<file path="config.mk">
export PLATFORM = sky130hd
export DESIGN_NAME = key_debounce
export DESIGN_NICKNAME = d
export VERILOG_FILES = /design/src/rtl/key_debounce.sv
export SDC_FILE = /design/constraint.sdc
export NUM_CORES = 1
export LEC_CHECK = 0
export BUFFER_PORTS_ARGS = -buffer_cell sky130_fd_sc_hd__buf_2
export CAP_MARGIN = 10
export CORE_ASPECT_RATIO = 1.1
export CORE_MARGIN = 1.5
export CORE_UTILIZATION = 30
export DETAILED_ROUTE_END_ITERATION = 7
export PLACE_DENSITY_LB_ADDON = 0.08
export SETUP_SLACK_MARGIN = 0.02
export SLEW_MARGIN = 30
export SYNTH_ARGS = -nofsm -noshare
export SYNTH_HDL_FRONTEND = slang
export SYNTH_SLANG_ARGS = --single-unit
</file>
<file path="constraint.sdc">
create_clock -name clock_50 -period 3.3 [get_ports clock_50]
set_input_delay 0.66 -clock clock_50 [delete_from_list [all_inputs] [get_ports clock_50]]
set_output_delay 0.66 -clock clock_50 [all_outputs]
set_load 0.01 [all_outputs]
</file>
<file path="src/rtl/key_debounce.sv">
// key_debounce: two-flop synchronizer plus a per-key stability counter on the raw active-low
// push-buttons. Produces a registered active-high level and one-cycle press/release strobes.
// Optional feature: define KEY_DEBOUNCE_CHORD_EN to hold commits in a pending register and
// release them to the output stage only when no key is mid-window, so near-simultaneous
// presses appear together.
module key_debounce #(
    parameter int unsigned N_KEYS          = 2,
    parameter int unsigned DEBOUNCE_CYCLES = 500000
) (
    input  logic              clock_50,
    input  logic              reset,
    input  logic [N_KEYS-1:0] key_n,
    output logic [N_KEYS-1:0] key,
    output logic [N_KEYS-1:0] key_press,
    output logic [N_KEYS-1:0] key_release
);

    localparam int unsigned CntW = $clog2(DEBOUNCE_CYCLES);
    localparam logic [CntW-1:0] CntMax = CntW'(DEBOUNCE_CYCLES - 1);

    logic [N_KEYS-1:0] sync1_q, sync2_q;
    logic [CntW-1:0]   cnt_q [N_KEYS];
    logic [CntW-1:0]   cnt_d [N_KEYS];
    // Committed debounced value: "stable" in the default build, "pending" with chord alignment.
    logic [N_KEYS-1:0] commit_q, commit_d;
    logic [N_KEYS-1:0] stable_out;
    logic [N_KEYS-1:0] key_q, key_press_q, key_release_q;

    // Two-flop synchronizer on the inverted (active-high) pins.
    always_ff @(posedge clock_50) begin
        if (reset) begin
            sync1_q <= '0;
            sync2_q <= '0;
        end else begin
            sync1_q <= ~key_n;
            sync2_q <= sync1_q;
        end
    end

    // Per-key stability counter: any return to the committed value restarts the window.
    always_comb begin
        cnt_d    = cnt_q;
        commit_d = commit_q;
        for (int k = 0; k < int'(N_KEYS); k++) begin
            if (sync2_q[k] == commit_q[k]) begin
                cnt_d[k] = '0;
            end else if (cnt_q[k] == CntMax) begin
                commit_d[k] = sync2_q[k];
                cnt_d[k]    = '0;
            end else begin
                cnt_d[k] = cnt_q[k] + 1'b1;
            end
        end
    end

    // Counter and commit state registers.
    always_ff @(posedge clock_50) begin
        if (reset) begin
            for (int k = 0; k < int'(N_KEYS); k++) begin
                cnt_q[k] <= '0;
            end
            commit_q <= '0;
        end else begin
            cnt_q    <= cnt_d;
            commit_q <= commit_d;
        end
    end

`ifdef KEY_DEBOUNCE_CHORD_EN
    logic              all_idle;
    logic [N_KEYS-1:0] stable_out_q;

    // Idle when no key has a window open and every synchronized input matches its commit.
    always_comb begin
        all_idle = (sync2_q == commit_q);
        for (int k = 0; k < int'(N_KEYS); k++) begin
            if (cnt_q[k] != '0) begin
                all_idle = 1'b0;
            end
        end
    end

    // Release pending commits to the output stage all at once when idle.
    always_ff @(posedge clock_50) begin
        if (reset) begin
            stable_out_q <= '0;
        end else if (all_idle) begin
            stable_out_q <= commit_q;
        end
    end

    assign stable_out = stable_out_q;
`else
    assign stable_out = commit_q;
`endif

    // Registered output level and edge strobes aligned with the first cycle of the new level.
    always_ff @(posedge clock_50) begin
        if (reset) begin
            key_q         <= '0;
            key_press_q   <= '0;
            key_release_q <= '0;
        end else begin
            key_q         <= stable_out;
            key_press_q   <= stable_out & ~key_q;
            key_release_q <= ~stable_out & key_q;
        end
    end

    assign key         = key_q;
    assign key_press   = key_press_q;
    assign key_release = key_release_q;

endmodule
</file>
Word-level counts from Yosys, hierarchy flattened:

Cells that the tools add are included.

* register bits after elaboration: 50
* output and inout port bits: 6
* word-level logic and storage cells: 26

* add/sub/neg operators: 2
* equal/unequal tests: 4
* bitwise operators: 7
* reduce and logical (&&, ||, !) cells: 4

Operators by type and width (number)
* $add A19 B1 Y19 const B: 2
* $eq A19 B19 Y1 const B: 2
* $not A2 Y2: 3
* $reduce_or A3 Y1: 2
* $and A2 B2 Y2: 2
* $reduce_and A2 Y1: 2
* $eq A1 B1 Y1: 2
* $not A1 Y1: 2

Depth between registers and ports, before layout:

* word-level depth: 3
* gate-level depth with buffers: 6
* mapped depth without buffers: 5

Least setup slack after synthesis:

Ideal clock, no wire load.

* kind: register to register
* start point: register cnt_q[11] in the netlist's numbering
* end point: register cnt_q[13] in the netlist's numbering
* setup time: 0.115 ns
* arrival: 1.842 ns
* data required time: 3.185 ns
* setup slack: 1.343 ns
* cell stages (with the launch flop): 6
* buffers on the path: 1
* cell sequence: dfxtp_1 > or4b_1 > or4_4 > o21bai_2 > buf_4 > nor2_1

* word-level cells in the longest chain between the ends: 2
* elaborated cells on any way between the ends: 3
* classes of those cells: add/sub (1); eq/ne (1); reduce/logical (1)

RTL lines
* from (decl): line 22 `logic [CntW-1:0] cnt_q [N_KEYS];`
* from (signal assigned): line 64 `cnt_q <= cnt_d;`
* branches (longest 2 deep; another with $add A19 B1 Y19)

Several ways; the timed one is not identified.
A chain may end at the register's enable or synchronous reset.

Worst setup path in the final report:

* start point: register cnt_q[11] in the netlist's numbering
* end point: register cnt_q[15] in the netlist's numbering

The elaborated chain is that of the path after synthesis.

==> run_results.csv <==
group,metric,value,unit
setup_path,reg2reg_depth,4,
final_layout,layout-drive-gt1-share,0.105,
final_layout,area_growth,11.1,%
yosys,synth_edf_count,0,
yosys,seq_area_frac_synth,0.484,
yosys,async_reset_ff_frac,0,
power,p_per_area,443,nW/um^2
clocking,numCtsBuffers,5,
grt,track_usage,0.120,
clocking,clk_pin_slew,0.09,ns
timing,rsz0062_at_grt,"false",
floorplan,ioPinCount,10,
clocking,cts_root_buf,"clkbuf_8",
grt,grt_antenna_before_repair,0,
timing,hold_violations,0,
min_path,hold_class,"flip-flop to flip-flop",
floorplan,core,6630,um^2
setup_path,end_kind,"flip-flop",
place,dp_hpwl,2.67,mm
place,place.gp.congestion,0.743,
run,drv_cap,0,
timing,slew-limit-headroom,0.513,
detailed_routing,wirelength,3.90,mm
timing,fmax,0.444,GHz
timing,worstMarginPinSlew,0.730,ns
yosys,synth_top_area_frac,0.484,
clocking,h-tree-depth,2,
run_status,run_status,"complete, no violations",
yosys,ys_warn_count,0,
detailed_routing,routed_via_density,4.71,
setup_path,r2r_setup_slack,1.05,ns
grt,grt_pass1_vias,1471,
final_layout,utilization,0.346,
floorplan,die_y,90.1,um
grt,grt_max_degree,18,
power,ir_worst_vdd,0.172,mV
detailed_routing,wl_per_cell,12.1,um
place,io_buffers,9,
setup_path,rr_endpoint,"cnt_q[15]$_SDFF_PP0_",
setup_path,cp.arrival,2.42,ns
final_layout,diodes,0,
detailed_routing,drt_pre_antenna_iters,4,
clocking,cts_hold_buffers,0,
clocking,cts_tree,"done",
grt,grt_pass1_wl,6.93,mm
setup_path,worst-setup-path-type,"flip-flop to flip-flop",
clocking,postCtsSetupBuffers,0,
yosys,yosysUniqueCellTypes,31,
yosys,synth_top_cell_by_area,"dfxtp_1",
yosys,synth_ff_type,"dfxtp_1",
setup_path,r2r_start,"cnt_q[11]$_SDFF_PP0_",
clocking,insertion_delay,0.30,ns
yosys,synth_fp_nets,232,
timing,setup_viol_count_final,0,
yosys,syn-mean-instance-area,9.15,um^2
clocking,cts_resized,0,
yosys,synth_commonest_cells,"50 x dfxtp_1, 38 x nor2_1, 15 x nand3_1, 15 x xnor2_1, 13 x xor2_1",
final_layout,fillCellCount,694,
clocking,cts_max_path_buffers,2,
timing,tns,0,ns
final_layout,final_nets,244,
detailed_routing,dr.first_iter.drc_count,59,
min_path,whs_path_depth,1,
detailed_routing,vias,1512,
yosys,synthTopCellsByArea,"dfxtp_1 48%, nor2_1 6.9%, xnor2_1 6.4%",
yosys,syn-cell-area,2070,um^2
power,leakagePower,0.734,nW
floorplan,rows,31,
setup_path,crit_fanout,17,
floorplan,start_util,0.312,
floorplan,die-width,82.1,um
timing,drv_slew,0,
clocking,cts_sinks,50,
min_path,worstHoldEndpoint,"key_press[1]$_SDFF_PP0_",
grt,overflow,0,
power,p_total,1.02,mW
timing,min_period,2.25,ns
setup_path,cp.required,3.46,ns
timing,skew,0.00768,ns
yosys,syn_inst,226,
floorplan,dieArea,7400,um^2
min_path,hold_start,"key[1]$_SDFF_PP0_",
detailed_routing,antenna_left,0,
timing,min_period_over_period,0.683,
setup_path,critical_path.startpoint_type,"flip-flop",
detailed_routing,drc,0,
yosys,yosysMostFrequentCell,"dfxtp_1",
yosys,synth-seq-cells,50,
-- sequential cells by signal, summed over array words and instances, names as in the netlist --
signal,flops
key,2
sync1_q,2
key_release,2
cnt_q,38
sync2_q,2
key_press,2
commit_q,2
-- worst max-delay path by stage --
stage	from	to	slack (ns)	depth (start not counted)
after floorplan	cnt_q[11]$_SDFF_PP0_	cnt_q[13]$_SDFF_PP0_	1.34	5
after global placement	cnt_q[11]$_SDFF_PP0_	cnt_q[3]$_SDFF_PP0_	1.01	4
after detailed placement	cnt_q[11]$_SDFF_PP0_	cnt_q[16]$_SDFF_PP0_	0.98	4
after CTS	cnt_q[11]$_SDFF_PP0_	cnt_q[16]$_SDFF_PP0_	0.95	4
after global routing	cnt_q[11]$_SDFF_PP0_	cnt_q[13]$_SDFF_PP0_	0.83	4
final	cnt_q[11]$_SDFF_PP0_	cnt_q[15]$_SDFF_PP0_	1.05	4
-- power breakdown --
group | switching (mW) | internal [mW] | total, mW
Combinational | 0.00701 | 0.00445 | 0.0115
Sequential | 0.00166 | 0.606 | 0.607
Clock | 0.206 | 0.192 | 0.399
Total | 0.215 | 0.803 | 1.02
-- cell families after synthesis --
family,Yosys count,share of synthesized area
flip-flops,50,0.484
AO/OA/AOI/OAI,20,0.0587
XOR/XNOR,28,0.119
adder cells (fa/ha/maj),2,0.0121
buffers and inverters,12,0.0254
AND/OR/NAND/NOR,114,0.301
-- layout by cell type (no fill, tap or decap), drive strengths merged, types with 2 or more instances in the layout --
cell	netlist	layout
dfxtp	50	50
and3	3	3
and4	2	2
or3	5	5
nor3b	2	2
or4	6	6
nor3	4	4
o21ai	7	7
clkbuf	2	7
o21bai	2	2
xor2	13	13
xnor2	15	15
nor2b	2	2
or4b	4	4
ha	2	2
a21oi	8	8
buf	2	9
o31ai	2	2
inv	8	8
nor2	38	38
nand2	9	9
nand4	9	9
nand2b	4	4
or3b	3	3
nor4	5	5
nand3	15	15
-- routing by layer --
layer / global-route usage / wire [um] / up-vias
met2: 0.187 / 1790 / 13
met1: 0.157 / 1950 / 678
met4: 0.0424 / 63 / 0
met5: 0 / 0 / -
met3: 0.0305 / 95 / 6
li1: - / - / 815
-- cell type report --
| cell class | instances | area, um^2 | share of cell area |
|---|---|---|---|
| clock inverters | 1 | 8.76 | 0.00381 |
| well taps | 82 | 103 | 0.0447 |
| flip-flops and latches | 50 | 1000 | 0.436 |
| clock buffers | 7 | 96.3 | 0.0419 |
| multi-input cells | 164 | 1010 | 0.441 |
| repair buffers | 9 | 45.0 | 0.0196 |
| inverters | 8 | 30.0 | 0.0131 |
-- worst max-delay path: stages (launching register included) --
cell and delay [ns]:
dfxtp_1 0.37, or4b_1 0.51, or4_4 0.54, o21bai_2 0.58
nor2_1 0.11
-- through the flow --
| step | hold WS, ns | instance area, um^2 | instances | setup WS, ns |
|---|---|---|---|---|
| 6_report | 0.429 | 2300 | 321 | 1.05 |
| 5_1_grt | 0.455 | 2300 | 321 | 0.828 |
| 4_1_cts | 0.435 | 2300 | 321 | 0.954 |
| 3_5_place_dp | 0.424 | 2190 | 313 | 0.985 |
| 3_3_place_gp | 0.412 | 2190 | 313 | 1.01 |
| 2_1_floorplan | 0.414 | 2070 | 226 | 1.34 |
Power figures use the tool's default switching activity.
